==> src/rtl/draw_sequencer.sv <==
// Frame-paced draw sequencer: a frame timer starts passes that hand the VGA write port to each
// unmasked channel in turn, with a per-channel draw timeout and sticky overrun/timeout flags.
module draw_sequencer #(
  parameter int unsigned N_CH         = 3,
  parameter int unsigned X_W          = 9,
  parameter int unsigned Y_W          = 8,
  parameter int unsigned C_W          = 6,
  parameter int unsigned FRAME_COUNT  = 1666666,
  parameter int unsigned CNT_W        = 24,
  parameter int unsigned DRAW_TIMEOUT = 131072
) (
  input  logic                  clock,
  input  logic                  reset,
  input  logic                  enable,
  input  logic [N_CH-1:0]       ch_mask,
  input  logic [N_CH-1:0]       ch_done,
  input  logic [N_CH*X_W-1:0]   ch_x,
  input  logic [N_CH*Y_W-1:0]   ch_y,
  input  logic [N_CH*C_W-1:0]   ch_colour,
  input  logic [N_CH-1:0]       ch_write,
  output logic [N_CH-1:0]       ch_draw_en,
  output logic [X_W-1:0]        x_position,
  output logic [Y_W-1:0]        y_position,
  output logic [C_W-1:0]        colour,
  output logic                  VGA_enable,
  output logic                  frame_tick,
  output logic                  busy,
  output logic                  overrun,
  output logic                  timeout
);

  localparam int unsigned IDX_W = $clog2(N_CH + 1);
  localparam int unsigned DC_W  = $clog2(DRAW_TIMEOUT + 1);

  localparam logic [CNT_W-1:0] FRAME_LAST = CNT_W'(FRAME_COUNT - 1);
  localparam logic [DC_W-1:0]  DRAW_LAST  = DC_W'(DRAW_TIMEOUT - 1);
  localparam logic [IDX_W-1:0] IDX_END    = IDX_W'(N_CH);

  typedef enum logic [1:0] {StIdle, StSelect, StDraw} state_e;

  state_e           r_state;
  logic [IDX_W-1:0] r_idx;
  logic [CNT_W-1:0] r_frame_cnt;
  logic [DC_W-1:0]  r_draw_cnt;
  logic             r_pending;
  logic             r_overrun;
  logic             r_timeout;

  logic             w_tick;
  logic             w_busy;
  logic             w_start;
  logic             w_sel_mask;
  logic             w_sel_done;
  logic             w_sel_write;
  logic [X_W-1:0]   w_sel_x;
  logic [Y_W-1:0]   w_sel_y;
  logic [C_W-1:0]   w_sel_c;

  assign w_tick  = enable & (r_frame_cnt == FRAME_LAST);
  assign w_busy  = (r_state != StIdle);
  // A latched start only counts while the timer is still enabled.
  assign w_start = w_tick | (r_pending & enable);

  always_ff @(posedge clock) begin
    if (reset || !enable || (r_frame_cnt == FRAME_LAST)) begin
      r_frame_cnt <= '0;
    end else begin
      r_frame_cnt <= r_frame_cnt + 1'b1;
    end
  end

  // Decode the channel currently addressed by r_idx; an out-of-range index selects nothing.
  always_comb begin
    w_sel_mask  = 1'b0;
    w_sel_done  = 1'b0;
    w_sel_write = 1'b0;
    w_sel_x     = '0;
    w_sel_y     = '0;
    w_sel_c     = '0;
    for (int i = 0; i < N_CH; i++) begin
      if (r_idx == IDX_W'(i)) begin
        w_sel_mask  = ch_mask[i];
        w_sel_done  = ch_done[i];
        w_sel_write = ch_write[i];
        w_sel_x     = ch_x[i*X_W +: X_W];
        w_sel_y     = ch_y[i*Y_W +: Y_W];
        w_sel_c     = ch_colour[i*C_W +: C_W];
      end
    end
  end

  always_ff @(posedge clock) begin
    if (reset) begin
      r_state    <= StIdle;
      r_idx      <= '0;
      r_draw_cnt <= '0;
      r_pending  <= 1'b0;
      r_overrun  <= 1'b0;
      r_timeout  <= 1'b0;
    end else begin
      if (w_tick && w_busy) begin
        r_overrun <= 1'b1;
      end

      if (!enable) begin
        r_pending <= 1'b0;
      end else if (w_tick && w_busy) begin
        r_pending <= 1'b1;
      end else if (!w_busy && w_start) begin
        r_pending <= 1'b0;
      end

      unique case (r_state)
        StIdle: begin
          if (w_start) begin
            r_state <= StSelect;
            r_idx   <= '0;
          end
        end
        StSelect: begin
          if (r_idx >= IDX_END) begin
            r_state <= StIdle;
          end else if (w_sel_mask) begin
            r_idx <= r_idx + 1'b1;
          end else begin
            r_state    <= StDraw;
            r_draw_cnt <= '0;
          end
        end
        StDraw: begin
          r_draw_cnt <= r_draw_cnt + 1'b1;
          if (w_sel_done) begin
            r_state <= StSelect;
            r_idx   <= r_idx + 1'b1;
          end else if (r_draw_cnt == DRAW_LAST) begin
            r_state   <= StSelect;
            r_idx     <= r_idx + 1'b1;
            r_timeout <= 1'b1;
          end
        end
        default: r_state <= StIdle;
      endcase
    end
  end

  always_comb begin
    ch_draw_en = '0;
    x_position = '0;
    y_position = '0;
    colour     = '0;
    VGA_enable = 1'b0;
    if (r_state == StDraw) begin
      for (int i = 0; i < N_CH; i++) begin
        ch_draw_en[i] = (r_idx == IDX_W'(i));
      end
      x_position = w_sel_x;
      y_position = w_sel_y;
      colour     = w_sel_c;
      VGA_enable = w_sel_write & ~w_sel_done;
    end
  end

  assign frame_tick = w_tick;
  assign busy       = w_busy;
  assign overrun    = r_overrun;
  assign timeout    = r_timeout;

endmodule

==> config.mk <==
export PLATFORM = sky130hd
export DESIGN_NAME = draw_sequencer
export DESIGN_NICKNAME = d
export VERILOG_FILES = /design/src/rtl/draw_sequencer.sv
export SDC_FILE = /design/constraint.sdc
export NUM_CORES = 1
export LEC_CHECK = 0
export CORE_ASPECT_RATIO = 1.2
export CORE_MARGIN = 1
export CORE_UTILIZATION = 45
export DETAILED_ROUTE_END_ITERATION = 16
export PLACE_DENSITY = 0.83
export SYNTH_ARGS = -nofsm -noshare
export SYNTH_HDL_FRONTEND = slang
export SYNTH_SLANG_ARGS = --single-unit
==> constraint.sdc <==
create_clock -name clock -period 3 [get_ports clock]
set_clock_uncertainty 0.1 [all_clocks]
set_input_delay 0.9 -clock clock [delete_from_list [all_inputs] [get_ports clock]]
set_output_delay 0.9 -clock clock [all_outputs]
set_load 0.01 [all_outputs]
==> results.tsv <==
metric	value	unit
status	finished with violations	
failing checks	negative setup slack	
vias in the first global route	3188	
Arrival @ worst endpoint	2.01	ns
register area	983.4	sq um
Post-CTS Setup Bufs	0	
Cell variety after synth	45	
Initial Utilization	46.54	%
Max Freq	332.0	MHz
WHS Path Cells	2	
Post-DRT Antenna Nets	0	
Root Buffer	clkbuf_8	
Worst-Margin Slew	0.7826	ns
CP Data Required Time	2.00	ns
final hold vios	0	
Synth warnings	0	
first-pass GRT wire length	14.88	mm
Critical Path End Type	output port	
port buffer count	111	
CTS buffer count	5	
pre-CTS setup slack	-0.3532	ns
Filler cells	581	
largest net degree at the start of global routing	34	
Slew headroom	47.82	%
R2R depth	9	
DIE HEIGHT	93.95	microns
Row Count	33	
Post-Syn Area	0.003171	sq mm
Clock Tree Buf Depth	2	
synthesized instance count	414	
nets@finish	618	
Syn Nets	507	
cts hold-fix bufs	0	
residual DRC count	0	
post-route setup slack	-0.01175	ns
worst hold start	timeout	
Skew-Pair Late Insertion Delay	0.31	ns
HPWL after DPL	6.960	mm
Antenna Cells	0	
power density over the cells	433.2	mW/mm^2
gr usage total	25.08	%
Die Wd	78.63	microns
share of layout cells above drive strength 1	11.81	%
crit path launch	ch_y[14]	
CP Cell Sequence	clkdlybuf4s50_1 -> a22oi_1 -> o21ai_0 -> and2_1 -> clkdlybuf4s15_1	
Final Slew Violations	0	
Via Count	3465	
total core area	0.006813	sq mm
FF-to-FF Start	r_idx[1]	
P_int	1344	uW
worst hold path class	reg2reg	
RSZ-0062 raised after global routing	yes	
Fin Setup TNS	-0.01175	ns
FF+latch count, synth	49	
clock sinks	49	
CP max stage delay	0.46	ns
r2r setup slk	0.64	ns
Switching Fraction	33.12	%
DRT iter0 DRCs	145	
Clk pwr share	22.7	%
post-synthesis sequential area ratio	30.94	%
multi-input logic area	0.002133	sq mm
via/cell ratio	5.662	
sequential share of power	34.6	%
min Tclk post-route	3.012	ns
Final period util	100.4	%
Placer Congestion	0.8170	
initial antenna violation count	0	
reg2reg end	r_draw_cnt[8]	
crit path kind	in2out	
CP max stage cell	clkdlybuf4s50_1	
Die Area	0.007387	sq mm
average wire per standard cell	15.75	microns
CTS clk-pin slew, worst paths	0.09	ns
# IOs	112	
Clock H-tree levels	2	
Worst setup SP type	input port	
most frequent cells in the layout	clkdlybuf4s50_1 (86), dfxtp_1 (47), nand2_1 (41)	
DRT Pass-1 Iters	5	
grt total ovfl	0	
commonest non-fill, non-tap cell in the layout	clkdlybuf4s50_1	
mean area per synthesized cell	7.658	sq um
WL final	9.640	mm
Area Overhead vs Synth	46.37	%
switching power	665.9	uW
final setup vio count	1	
Hold EP	timeout	
P_leak	0.001723	uW
CP Max Fanout	1	
CTS tree	yes	
Max-cap violations	0	
VDD IR max	0.0003299	V
Comb pwr share	42.7	%
-- per-layer routing --
layer  vias up  global-route usage [%]  share of wire [%]  wire length [microns]
li1       1698                       -                  -                      -
met1      1630                   28.51                 40                   3853
met2       118                   45.80                 51                   4873
met3        19                   4.757                7.1                    683
met4         0                   9.414                2.4                    230
met5         -                       0                  0                      0
-- cell usage after synthesis (all sizes together) --
cell / instances / share of area (%)
a21o: 1 / 0.24
xnor2: 16 / 4.4
a311oi: 1 / 0.28
o21ai: 31 / 4.9
nand4b: 1 / 0.28
and2: 30 / 5.9
a31oi: 2 / 0.39
buf: 4 / 0.71
a22o: 3 / 0.83
nand4: 11 / 2.6
and4b: 1 / 0.32
nor2b: 2 / 0.39
ha: 12 / 4.7
o311a: 1 / 0.32
dfxtp: 49 / 31
or3: 6 / 1.2
nor4b: 2 / 0.55
or4: 7 / 1.7
nor4: 3 / 0.59
a22oi: 25 / 5.9
o21a: 1 / 0.24
nand2b: 9 / 1.8
nand3b: 3 / 0.71
mux2i: 5 / 1.6
clkinv: 1 / 0.12
nor2: 37 / 4.4
a21oi: 18 / 2.8
o41ai: 2 / 0.55
o21bai: 1 / 0.24
nor3b: 1 / 0.24
xor2: 7 / 1.9
nand2: 41 / 4.9
inv: 13 / 1.5
o31ai: 7 / 1.7
and3: 5 / 0.99
o311ai: 3 / 0.83
nor3: 8 / 1.3
clkbuf: 22 / 2.6
and4: 6 / 1.7
nand3: 16 / 2.7
-- flip-flops by register name (all words and copies together) (netlist names) --
name,count
overrun,1
r_draw_cnt,18
r_frame_cnt,24
r_idx,2
r_pending,1
r_state,2
timeout,1
-- kinds of logic (layout without fill, tap and decap cells) --
kind of cell | count (synthesis) | after routing | synth area share, %
xor+xnor | 23 | 23 | 6.353
flops | 49 | 49 | 30.94
fa+ha+maj | 12 | 12 | 4.735
mux | 5 | 5 | 1.579
compound gates | 96 | 96 | 19.22
simple gates | 189 | 189 | 32.20
buf+inv | 40 | 151 | 4.972
-- worst max-delay path by stage --
stage                     slack (ns)             to
final                          -0.01  y_position[6]
after global routing           -0.03  x_position[7]
after CTS                      0.003      colour[0]
after detailed placement       -0.35     VGA_enable
after global placement         -0.34     VGA_enable
after floorplan                 0.28      colour[0]
-- layout make-up --
class	count	area share [%]
clock buffer	5	1.483
sequential	49	21.19
tap	87	2.346
inverter	14	1.132
timing repair buffer	130	27.12
multi-input combinational	325	45.97
clock inverter	2	0.7549
-- worst max-delay path, delay by kind of cell --
family / cells / cell delay (ns)
buffers and inverters: 2 / 0.69
AO/OA/AOI/OAI: 2 / 0.27
AND/OR/NAND/NOR: 1 / 0.16
-- through the flow --
step	cell area (sq um)	hold WS [ns]	utilization [%]	power [uW]	std cells
floorplan	3171	0.3410	-	1114	414
global placement	4451	0.3500	65.33	1475	603
detailed placement	4451	0.3604	65.33	1499	603
CTS	4563	0.3842	66.98	1941	610
global route	4641	0.4100	68.12	2116	612
finish	4641	0.3791	68.12	2010	612
-- timing repair --
action,CTS,global route
pin swaps,2,10
cloned,0,2
setup endpoints to repair,28,28
resized for setup,49,55
-- power groups by stage --
stage / combinational [uW] / clock, uW / sequential (uW)
after detailed placement: 792 / 0 / 707
final: 859 / 456 / 696
after CTS: 782 / 466 / 693
after global routing: 927 / 489 / 700
after floorplan: 412 / 0 / 702
after global placement: 771 / 0 / 704
No activity file was read; power rests on OpenSTA's default activity.
==> RTL change 1, RTL diff (config.mk and constraints unchanged) <==
`C_W`: 6 -> 8.
--- a/src/rtl/draw_sequencer.sv
+++ b/src/rtl/draw_sequencer.sv
@@ -4,7 +4,7 @@
   parameter int unsigned N_CH         = 3,
   parameter int unsigned X_W          = 9,
   parameter int unsigned Y_W          = 8,
-  parameter int unsigned C_W          = 6,
+  parameter int unsigned C_W          = 8,
   parameter int unsigned FRAME_COUNT  = 1666666,
   parameter int unsigned CNT_W        = 24,
   parameter int unsigned DRAW_TIMEOUT = 131072
Ports: changed (resized ch_colour and colour); port bits go from 112 to 120. The function was not compared with the original's and may differ.
==> RTL change 1 against the original RTL <==
Final cell count rose by 4.1%; total power fell by 3.9%; sequential cell count did not move; core utilization rose by 0.70 points; wire length rose by 2.9%; setup slack improved by 44 ps; area after synthesis rose by 0.79%; design area rose by 1.6%; clock power fell by 11%; register-to-register slack got worse by 70 ps; sequential power barely moved; die area rose by 0.77%; critical path type unchanged; largest cell class unchanged.
==> RTL change 1: results (changes against the original RTL) <==
| Metric | Value |
|---|---|
| Status | `finished clean` |
| 1st-pass router iterations | `4 (-1)` |
| Initial drt markers | `247 (+70%)` |
| Share of cells above drive strength 1 | `0.125 (+0.00736)` |
| Yosys cell types | `43 (-4.4%)` |
| Port Buffers | `119 (+7.2%)` |
| Inst Count DP | `629 (+4.3%)` |
| Final worst slack | `31.9 ps (+43.6 ps)` |
| Synthesized-area fraction occupied by xor and xnor cells | `0.0630 (-0.000498)` |
| Critical path capture point | `y_position[1]` |
| Via/cell ratio | `5.48 (-3.2%)` |
| R2R depth | `7 (-2)` |
| Most frequent cells after synthesis | `dfxtp_1 (49), nand2_1 (44), nor2_1 (38)` |
| Dpl ws | `-394 ps (-41.1 ps)` |
| WL/cell | `15.6 um (-1.2%)` |
| Net count, final | `648 (+4.9%)` |
| Critical Path AT | `1970 ps (-40 ps)` |
| Mapped Nets | `522 (+3.0%)` |
| CP startpoint | `ch_y[9]` |
| Slew HR | `0.468 (-0.0100)` |
| Synth area leaders | `dfxtp_1 (31%), a22oi_1 (6.3%), and2_1 (6.3%)` |
| Crit Reg-Reg Startpoint | `r_frame_cnt[1]$_SDFF_PP0_` |
| Post-synthesis cell count | `423 (+2.2%)` |
| Internal reg-to-reg setup slack | `570 ps (-70 ps)` |
| Synth Area in Compound Gates | `0.199 (+0.00633)` |
| Number of global-route vias before repair | `3,408 (+6.9%)` |
| First-pass GRT wire length | `15,600 um (+4.9%)` |
| Sequential share of the synthesized area | `0.307 (-0.00242)` |
| Routability Congestion | `0.919 (+12%)` |
| Post-Layout Cell Count | `637 (+4.1%)` |
| Hpwl dp | `7510 um (+7.9%)` |
| Post-synthesis mux area share | `0.0157 (-0.000124)` |
| Max VDD drop | `0.000358 V (+8.6%)` |
| Leakage | `0.00179 uW (+4.2%)` |
| Adder-Cell Fraction of Synth Area | `0.0470 (-0.000371)` |
-- RTL change 1: cell types whose count changed after synthesis, sizes merged, moves of 2 or more --
cell	change
and4	-2
nand3	-6
a22oi	+2
nand2	+3
or3	+2
and2	+2
o21ai	+2
nand4	+4
-- RTL change 1: worst min-delay path by stage --
stage | to | start | slack [ps] | cells past startpoint
finish | overrun$_SDFFE_PP0P_ | overrun$_SDFFE_PP0P_ | 380 | 2
global route | r_draw_cnt[11]$_SDFFE_PP0P_ | r_draw_cnt[11]$_SDFFE_PP0P_ | 400 | 2
CTS | r_draw_cnt[11]$_SDFFE_PP0P_ | r_draw_cnt[11]$_SDFFE_PP0P_ | 390 | 2
detailed placement | overrun$_SDFFE_PP0P_ | overrun$_SDFFE_PP0P_ | 370 | 2
global placement | r_draw_cnt[17]$_SDFFE_PP0P_ | r_draw_cnt[17]$_SDFFE_PP0P_ | 350 | 2
floorplan | r_frame_cnt[0]$_SDFF_PP0_ | r_frame_cnt[0]$_SDFF_PP0_ | 330 | 1
-- RTL change 1: report_power, final --
part | total [uW] | internal (uW) | leakage, uW | switching, uW
combinational | 832 | 401 | 0.00135 | 431
sequential | 694 | 669 | 0.000396 | 25.0
clock | 405 | 187 | 0.0000512 | 218
total | 1930 | 1260 | 0.00179 | 674
-- RTL change 1: stage by stage --
stage,cell area (um^2),setup TNS (ps)
3_5_place_dp,4620,-7060
5_1_grt,4720,-15.8
3_3_place_gp,4620,-6420
2_1_floorplan,3200,0
4_1_cts,4720,0
6_report,4720,0
-- RTL change 1: kinds of logic (layout without fill, tap and decap cells) --
| group | after synthesis | in the layout |
|---|---|---|
| simple gates | 192 | 192 |
| compound gates | 100 | 100 |
| flops | 49 | 49 |
| xor+xnor | 23 | 23 |
| fa+ha+maj | 12 | 12 |
| mux | 5 | 5 |
| buf+inv | 42 | 169 |
-- RTL change 1: cell type report --
class,count,area [um^2]
clock inverters,2,13.8
clock buffers,6,82.6
inverters,15,56.3
multi-input cells,332,2130
fillers,575,2140
well taps,87,109
flip-flops and latches,49,982
repair buffers,146,1340
-- RTL change 1: per-layer routing --
metal | global-route usage | vias up | share of wire
met5 | 0 | - | 0
met4 | 0.0879 | 0 | 0.023
met3 | 0.0379 | 23 | 0.046
met2 | 0.487 | 111 | 0.51
met1 | 0.304 | 1607 | 0.42
li1 | - | 1750 | -
-- RTL change 1: timing repair --
action / in CTS / in global routing
resized for setup: 53 / 52
cloned: 0 / 0
pin swaps: 4 / 11
hold endpoints to repair: 0 / 0
setup endpoints to repair: 27 / 27
hold buffers: 0 / 0
-- RTL change 1: critical path, cell delays in order --
cell,delay (ps)
clkdlybuf4s50_1,400
a22oi_1,180
o21ai_0,90
and2_1,160
clkdlybuf4s15_1,240
==> RTL change 2, RTL diff (same flow settings) <==
Without the edit above. The 3 states of `state_e` get a one-hot encoding in 3 bits.
--- a/src/rtl/draw_sequencer.sv
+++ b/src/rtl/draw_sequencer.sv
@@ -36,7 +36,7 @@
   localparam logic [DC_W-1:0]  DRAW_LAST  = DC_W'(DRAW_TIMEOUT - 1);
   localparam logic [IDX_W-1:0] IDX_END    = IDX_W'(N_CH);
 
-  typedef enum logic [1:0] {StIdle, StSelect, StDraw} state_e;
+  typedef enum logic [2:0] {StIdle = 3'b001, StSelect = 3'b010, StDraw = 3'b100} state_e;
 
   state_e           r_state;
   logic [IDX_W-1:0] r_idx;
Behaviour: same outputs for any inputs over 10 cycles, from zero or initial values and one cycle with reset high; not proved beyond that.
==> RTL change 2 against the original RTL <==
The flow still finishes with violations (negative setup slack); design area decreased by 3.0%; area after synthesis decreased by 4.1%; setup slack got worse by 2.5 ps; sequential cell count grew 1; wire length shrank 4.4%; hold slack improved by 9.4 ps; synthesized cell count decreased by 2.2%; critical path depth unchanged; critical path type is now reg2out; final cell count is 0.33% higher.
Power is not compared: it rests on default switching activity, and its combinational part moved more than twofold at a synthesized area within 25%.
==> RTL change 2: results (changes against the original RTL) <==
| Metric | Value |
|---|---|
| Adder-Cell Fraction of Synth Area | `0.0288 (-0.0186)` |
| Synth area leaders | `dfxtp_1 (33%), nor2_1 (12%), xnor2_1 (7.8%)` |
| Critical path's top delay family | `simple AND/OR/NAND/NOR gates` |
| Fillers | `526 (-9.5%)` |
| Multi-input logic area | `2000 um^2 (-6.4%)` |
| Setup Fix Bufs, Post-CTS | `1 (+1)` |
| CP startpoint | `r_frame_cnt[2]$_SDFF_PP0_` |
| Most frequent cells after synthesis | `nor2_1 (99), dfxtp_1 (50), a21oi_1 (27), xnor2_1 (27)` |
| Mapped Nets | `493 (-2.8%)` |
| Routability Congestion | `0.830 (+1.6%)` |
| Wire length on met3 | `784 um (+15%)` |
| Routed wl met2 | `4250 um (-13%)` |
| GRT met2 Usage | `0.437 (-0.0212)` |
| Initial drt markers | `141 (-2.8%)` |
| Final non-clock buffer share | `0.284 (+0.0127)` |
| Internal reg-to-reg setup slack | `320 ps (-320 ps)` |
| Net count, final | `616 (-0.32%)` |
| Worst Hold Path EP | `overrun$_SDFFE_PP0P_` |
| First-pass GRT wire length | `14,800 um (-0.42%)` |
| Largest net degree at the start of global routing | `25 (-26%)` |
| HP Start | `overrun$_SDFFE_PP0P_` |
| DRT Wirelength | `9220 um (-4.4%)` |
| Final worst slack | `-14.3 ps (-2.54 ps)` |
| 1st-pass router iterations | `4 (-1)` |
| Critical path fanouts, max | `2 (+1)` |
| Share of cells above drive strength 1 | `0.172 (+0.0539)` |
| Routing usage on met3 | `0.0567 (+0.00914)` |
| Worst R2R End | `r_draw_cnt[15]$_SDFFE_PP0P_` |
| Largest stage delay, worst path | `530 ps (+70 ps)` |
| Total Routing Usage GR | `0.257 (+0.00639)` |
| Final setup vio count | `1 (unchanged)` |
| Hold path depth | `2 (unchanged)` |
| Sequential share of the synthesized area | `0.329 (+0.0197)` |
| CP max-delay cell | `or4_4` |
| Non-CTS buffers | `143 (+10%)` |
| CTS resizes | `57 (+16%)` |
| Failing checks | `negative setup slack` |
| R2R depth | `8 (-1)` |
| Reg area | `1000 um^2 (+2.0%)` |
| Via/cell ratio | `5.41 (-4.5%)` |
| Number of global-route vias before repair | `3,172 (-0.50%)` |
| Synthesized-area fraction occupied by xor and xnor cells | `0.112 (+0.0488)` |
| Largest regs | `r_frame_cnt (24), r_draw_cnt (18), r_state (3)` |
| Status | `complete, but fails checks` |
| Met1 usage in global routing | `0.320 (+0.0346)` |
| Count of flip-flops and latches | `50 (+2.0%)` |
| CLK BUF | `7 (+2)` |
| Yosys cell types | `41 (-8.9%)` |
| Critical path capture point | `frame_tick` |
| M1 WL | `3980 um (+3.2%)` |
RTL change 2: changes by cell type after synthesis, sizes merged, moves of 5 or more:
cell | unedited run | this run
a21oi | 18 | 27
and2 | 30 | 10
ha | 12 | 7
inv | 13 | 7
nand2 | 41 | 26
nand2b | 9 | 3
nand3 | 16 | 11
nor2 | 37 | 99
nor4 | 3 | 15
o21ai | 31 | 2
o31ai | 7 | 0
or3 | 6 | 1
xnor2 | 16 | 27
xor2 | 7 | 12
RTL change 2: per-stage QoR:
| stage | hold slack (ps) | setup TNS, ps | instance area, um^2 | std cells | utilization |
|---|---|---|---|---|---|
| after global routing | 415 | -62.2 | 4500 | 614 | 0.694 |
| after CTS | 398 | -142 | 4490 | 613 | 0.693 |
| final | 389 | -14.3 | 4500 | 614 | 0.694 |
| after detailed placement | 377 | -5920 | 4400 | 604 | 0.678 |
| after global placement | 350 | -5940 | 4400 | 604 | 0.678 |
| after floorplan | 344 | 0 | 3040 | 405 | - |
